<file path="config.mk">
export PLATFORM = sky130hd
export DESIGN_NAME = piso_serial_tx
export DESIGN_NICKNAME = d
export VERILOG_FILES = /design/src/rtl/piso_serial_tx.sv
export SDC_FILE = /design/constraint.sdc
export NUM_CORES = 1
export LEC_CHECK = 0
export BUFFER_PORTS_ARGS = -buffer_cell sky130_fd_sc_hd__buf_4
export CORE_MARGIN = 2
export CORE_UTILIZATION = 35
export DETAILED_ROUTE_END_ITERATION = 12
export HOLD_SLACK_MARGIN = 0.15
export PLACE_DENSITY = 0.52
export SETUP_SLACK_MARGIN = 0.3
export SLEW_MARGIN = 20
export SYNTH_ARGS = -nofsm -noshare
export SYNTH_HDL_FRONTEND = slang
export SYNTH_SLANG_ARGS = --single-unit
</file>
<file path="constraint.sdc">
create_clock -name clk -period 4.4 [get_ports clk]
set_input_delay 0.44 -clock clk [delete_from_list [all_inputs] [get_ports clk]]
set_output_delay 0.44 -clock clk [all_outputs]
set_load 0.005 [all_outputs]
</file>
<file path="src/rtl/piso_serial_tx.sv">
// Framed parallel-in/serial-out transmitter: start bit (0), WIDTH data bits MSB first, stop bit (1).
// Each serial bit is held for DIV clocks. All outputs come straight from flops.
module piso_serial_tx #(
  parameter int WIDTH = 8,
  parameter int DIV   = 1
) (
  input  logic             clk,
  input  logic             rst_n,
  input  logic [WIDTH-1:0] din,
  input  logic             din_valid,
  output logic             din_ready,
  output logic             so,
  output logic             bit_stb,
  output logic             busy,
  output logic             done,
  output logic [1:0]       dbg_state
);

  if (WIDTH < 1 || DIV < 1) begin : g_bad_params
    $error("piso_serial_tx: WIDTH and DIV must both be >= 1");
  end

  localparam int DW = (DIV > 1) ? $clog2(DIV) : 1;
  localparam int CW = (WIDTH > 1) ? $clog2(WIDTH) : 1;
  localparam logic [DW-1:0] DIV_LAST = DW'(DIV - 1);
  localparam logic [CW-1:0] CNT_LAST = CW'(WIDTH - 1);

  typedef enum logic [1:0] {S_IDLE, S_START, S_DATA, S_STOP} state_t;

  // Handshake: a word moves on a rising edge where din_valid and din_ready are both high.
  // din_ready is low for the whole frame; the producer must hold din until it is accepted.
  state_t           state_q, state_d;
  logic [WIDTH-1:0] sr_q, sr_d;
  logic [CW-1:0]    cnt_q, cnt_d;
  logic [DW-1:0]    div_q, div_d;
  logic             so_q, so_d;
  logic             stb_q, stb_d;
  logic             busy_q, busy_d;
  logic             done_q, done_d;
  logic             bit_end;

  assign bit_end = (div_q == DIV_LAST);

  always_comb begin
    state_d = state_q;
    sr_d    = sr_q;
    cnt_d   = cnt_q;
    div_d   = div_q;
    case (state_q)
      S_IDLE: begin
        if (din_valid && !busy_q) begin
          state_d = S_START;
          sr_d    = din;
          div_d   = '0;
        end
      end
      S_START: begin
        if (bit_end) begin
          state_d = S_DATA;
          cnt_d   = CNT_LAST;
          div_d   = '0;
        end else begin
          div_d = div_q + DW'(1);
        end
      end
      S_DATA: begin
        if (bit_end) begin
          div_d = '0;
          sr_d  = sr_q << 1;
          if (cnt_q == '0) begin
            state_d = S_STOP;
          end else begin
            cnt_d = cnt_q - CW'(1);
          end
        end else begin
          div_d = div_q + DW'(1);
        end
      end
      S_STOP: begin
        if (bit_end) begin
          state_d = S_IDLE;
          div_d   = '0;
        end else begin
          div_d = div_q + DW'(1);
        end
      end
      default: state_d = S_IDLE;
    endcase
  end

  // Outputs are decoded from the next state so that they are registered yet cycle-aligned.
  always_comb begin
    so_d   = 1'b1;
    if (state_d == S_START) so_d = 1'b0;
    if (state_d == S_DATA)  so_d = sr_d[WIDTH-1];
    busy_d = (state_d != S_IDLE);
    stb_d  = (state_d != S_IDLE) && (div_d == '0);
    done_d = (state_d == S_STOP) && (div_d == DIV_LAST);
  end

  always_ff @(posedge clk or negedge rst_n) begin
    if (!rst_n) begin
      state_q <= S_IDLE;
      sr_q    <= '0;
      cnt_q   <= '0;
      div_q   <= '0;
      so_q    <= 1'b1;
      stb_q   <= 1'b0;
      busy_q  <= 1'b0;
      done_q  <= 1'b0;
    end else begin
      state_q <= state_d;
      sr_q    <= sr_d;
      cnt_q   <= cnt_d;
      div_q   <= div_d;
      so_q    <= so_d;
      stb_q   <= stb_d;
      busy_q  <= busy_d;
      done_q  <= done_d;
    end
  end

  assign so        = so_q;
  assign bit_stb   = stb_q;
  assign busy      = busy_q;
  assign done      = done_q;
  assign din_ready = ~busy_q;
  assign dbg_state = state_q;

endmodule
</file>
==> metrics <==
Root Driver clkbuf_4; Cell Rows 18; drt pass-1 iters 4; cell taking the most area after synthesis dfrtp_1; CTS tree done; GRT Util Overall 12.7%; post-synthesis async set-or-reset flop share 100%; Post-DP Area slightly above 1000 um^2; post-route DRC violation count 0; Hold Crit Class in -> reg; Tcrit/Tclk final a little over two fifths; Worst-Margin Slew approximately 570 ps; Iter 0 DRT Violations 7; Critical Path Source Type flop; Comb pwr share 43.5%; nets@finish roughly 110; synthesized cell area 883 um^2; CORE AREA between 2000 and 2500 um^2; clk_lat worst skew between 200 and 300 ps; setup clock skew after layout approximately 2.7 ps; Yosys cell types 32; area of the multi-input gates 385 um^2; Final setup violation count 0; clk buf depth 2; Net Sw Frac roughly 36%; Data required, critical path roughly 4600 ps; Filler Cell Count 245; share of the synthesized area in the top cell type slightly below 50%; Slew Viols, Final 0; port bufs 17; vias in the first global route just under 600; die area 2940 um^2; pin count of the biggest net entering global routing 19; PD cells ~670 nW/um^2; register area share after synthesis approximately half; Final Non-Filler Cells about 130; Clock Power Share a little over an eighth; Post-Route Setup TNS 0 ps; Crit Path Max Fanout 15; initial core utilization a little over a third; Fin. Hold Viols 0; H-tree depth 1; outcome finished, final reports clean; Clk pin slew, worst setup/hold paths 100 ps; Post-synth EDFFs 0; Final Instance Area 1070 um^2; synth top area cells dfrtp_1, a22oi_1, nand2_1; Max Fclk roughly 520 MHz; Slew headroom 61.7%; antenna cells 0; Net Count, Synth 92; synth cell count leaders dfrtp_1, nand2_1, a22oi_1; TritonCTS buffer count 3; drt total wl 1620 um; clock sinks 18; hpwl dp around 1200 um; predominant post-synthesis flop cell dfrtp_1; Sw Pwr about 0.00026 W; Setup Buffers After CTS 0; CP Class reg -> reg; DIE HEIGHT between 50 and 60 um; Int Pwr about 0.00046 W; gr ovfl total 0; via count 616; Reg area roughly 450 um^2; DR vias/cell ~4.8; crit path DAT about 2200 ps; max cap viols 0; RSZ-0062 raised after global routing false; Lkg Pwr approximately 0.53 nW; global-route wire length before repair 2590 um; Final min period about 1900 ps; Post-Synthesis Cells between 70 and 80; Sequential Power Share between 40% and 50%; VDD IR-drop max approximately 310 uV; Ys Warns 0; final antenna-violating net count 0; synthesized flop and latch total 18; placed cell count between 100 and 150; Wirelength per Cell roughly 13 um; Die Width ~54 um; initial antenna violation count 0; P&R area growth vs syn 20.8%; cell with the most instances after synthesis dfrtp_1; syn_area_per_cell ~11 um^2; Top Ports 18; placer congestion estimate between 0.6 and 0.7; crit end category flop; share of layout cells above drive strength 1 between 30 and 40%
through the flow:
stage / utilization [%] / setup slack, ps / total power (W) / hold WS, ps
2_1_floorplan: - / 2780 / 0.000528 / 144
3_3_place_gp: 42.0 / 2520 / 0.000622 / 324
3_5_place_dp: 42.0 / 2480 / 0.000623 / 318
4_1_cts: 43.9 / 2450 / 0.000725 / 374
5_1_grt: 43.9 / 2320 / 0.000785 / 372
6_report: 43.9 / 2460 / 0.000714 / 389
power by group through the flow:
stage	registers, W	logic [W]	clock network (W)
2_1_floorplan	0.000282	0.000247	0
4_1_cts	0.000306	0.000316	0.000103
6_report	0.000306	0.000311	0.0000974
5_1_grt	0.000316	0.000356	0.000112
3_5_place_dp	0.000309	0.000314	0
3_3_place_gp	0.000308	0.000314	0
repair_timing:
item	CTS	global route
hold buffers	1	0
hold endpoints to repair	17	0
gates resized for setup	0	0
logic make-up (layout without fill, tap and decap cells):
| logic type | Yosys count | after routing | synth area share, % |
|---|---|---|---|
| AOI/OAI and AO/OA | 21 | 21 | 18.7 |
| and+or+nand+nor | 28 | 28 | 19.8 |
| adders and majority gates | 2 | 2 | 2.83 |
| DFF | 18 | 18 | 51.1 |
| xor gates and xnor gates | 1 | 1 | 0.992 |
| muxes | 1 | 1 | 1.27 |
| buffers and inverters | 8 | 27 | 5.24 |
state kept, by name, summed over array words and instances, names as in the netlist:
signal / cells
sr_q: 8
cnt_q: 3
dbg_state: 2
bit_stb: 1
busy: 1
div_q: 1
done: 1
so: 1
layout make-up:
class / count / share of cell area [%]
clock buffer: 4 / 3.40
inverter: 5 / 1.76
multi-input combinational: 53 / 36.1
sequential: 18 / 42.3
tap: 30 / 3.52
timing repair buffer: 18 / 12.9
worst max-delay path, cell delays in order, from the launching register on:
cell and delay, ps:
dfrtp_1 580, nor4b_4 650, nor2_4 130, a21o_1 220, a211o_1 290
placed cells by master (no fill, tap or decap):
| master | instances |
|---|---|
| dlygate4sd3_1 | 1 |
| inv_1 | 5 |
| a22oi_1 | 7 |
| ha_1 | 2 |
| or3_2 | 1 |
| clkbuf_4 | 3 |
| nor2b_1 | 1 |
| a2bb2oi_1 | 2 |
| a21boi_2 | 1 |
| nand2b_1 | 1 |
| o21bai_1 | 1 |
| nor3b_4 | 1 |
| a21o_1 | 1 |
| and3_1 | 1 |
| nor3_1 | 1 |
| and2b_2 | 1 |
| dfrtp_1 | 17 |
| a22o_2 | 1 |
| nand2_1 | 14 |
| clkbuf_8 | 1 |
| buf_4 | 17 |
| o41ai_1 | 1 |
| or2b_2 | 2 |
| a22o_1 | 3 |
| nor2_1 | 3 |
| nor2_4 | 1 |
| o21ai_0 | 1 |
| a21oi_1 | 2 |
| dfstp_2 | 1 |
| xnor2_1 | 1 |
| nor4b_4 | 1 |
| mux2_2 | 1 |
| a211o_1 | 1 |
worst paths after layout:
path,startpoint,end,slack [ps],cells after the start
max in group asynchronous,rst_n,so,3580,2
min in group asynchronous,rst_n,sr_q[3],550,2
worst min-delay path,din[0],sr_q[0],390,2
worst max register to register,dbg_state[0],so,2460,4
worst min register to register,sr_q[1],sr_q[1],480,2
worst max-delay path,dbg_state[0],so,2460,4
metal layers:
| layer | vias to the layer above | global-route usage [%] | part of all wire (%) |
|---|---|---|---|
| li1 | 313 | - | - |
| met1 | 291 | 16.4 | 48 |
| met2 | 10 | 19.5 | 47 |
| met3 | 2 | 2.73 | 4.6 |
| met4 | 0 | 7.50 | 0.74 |
| met5 | - | 0 | 0 |
Power figures use the tool's default switching activity.
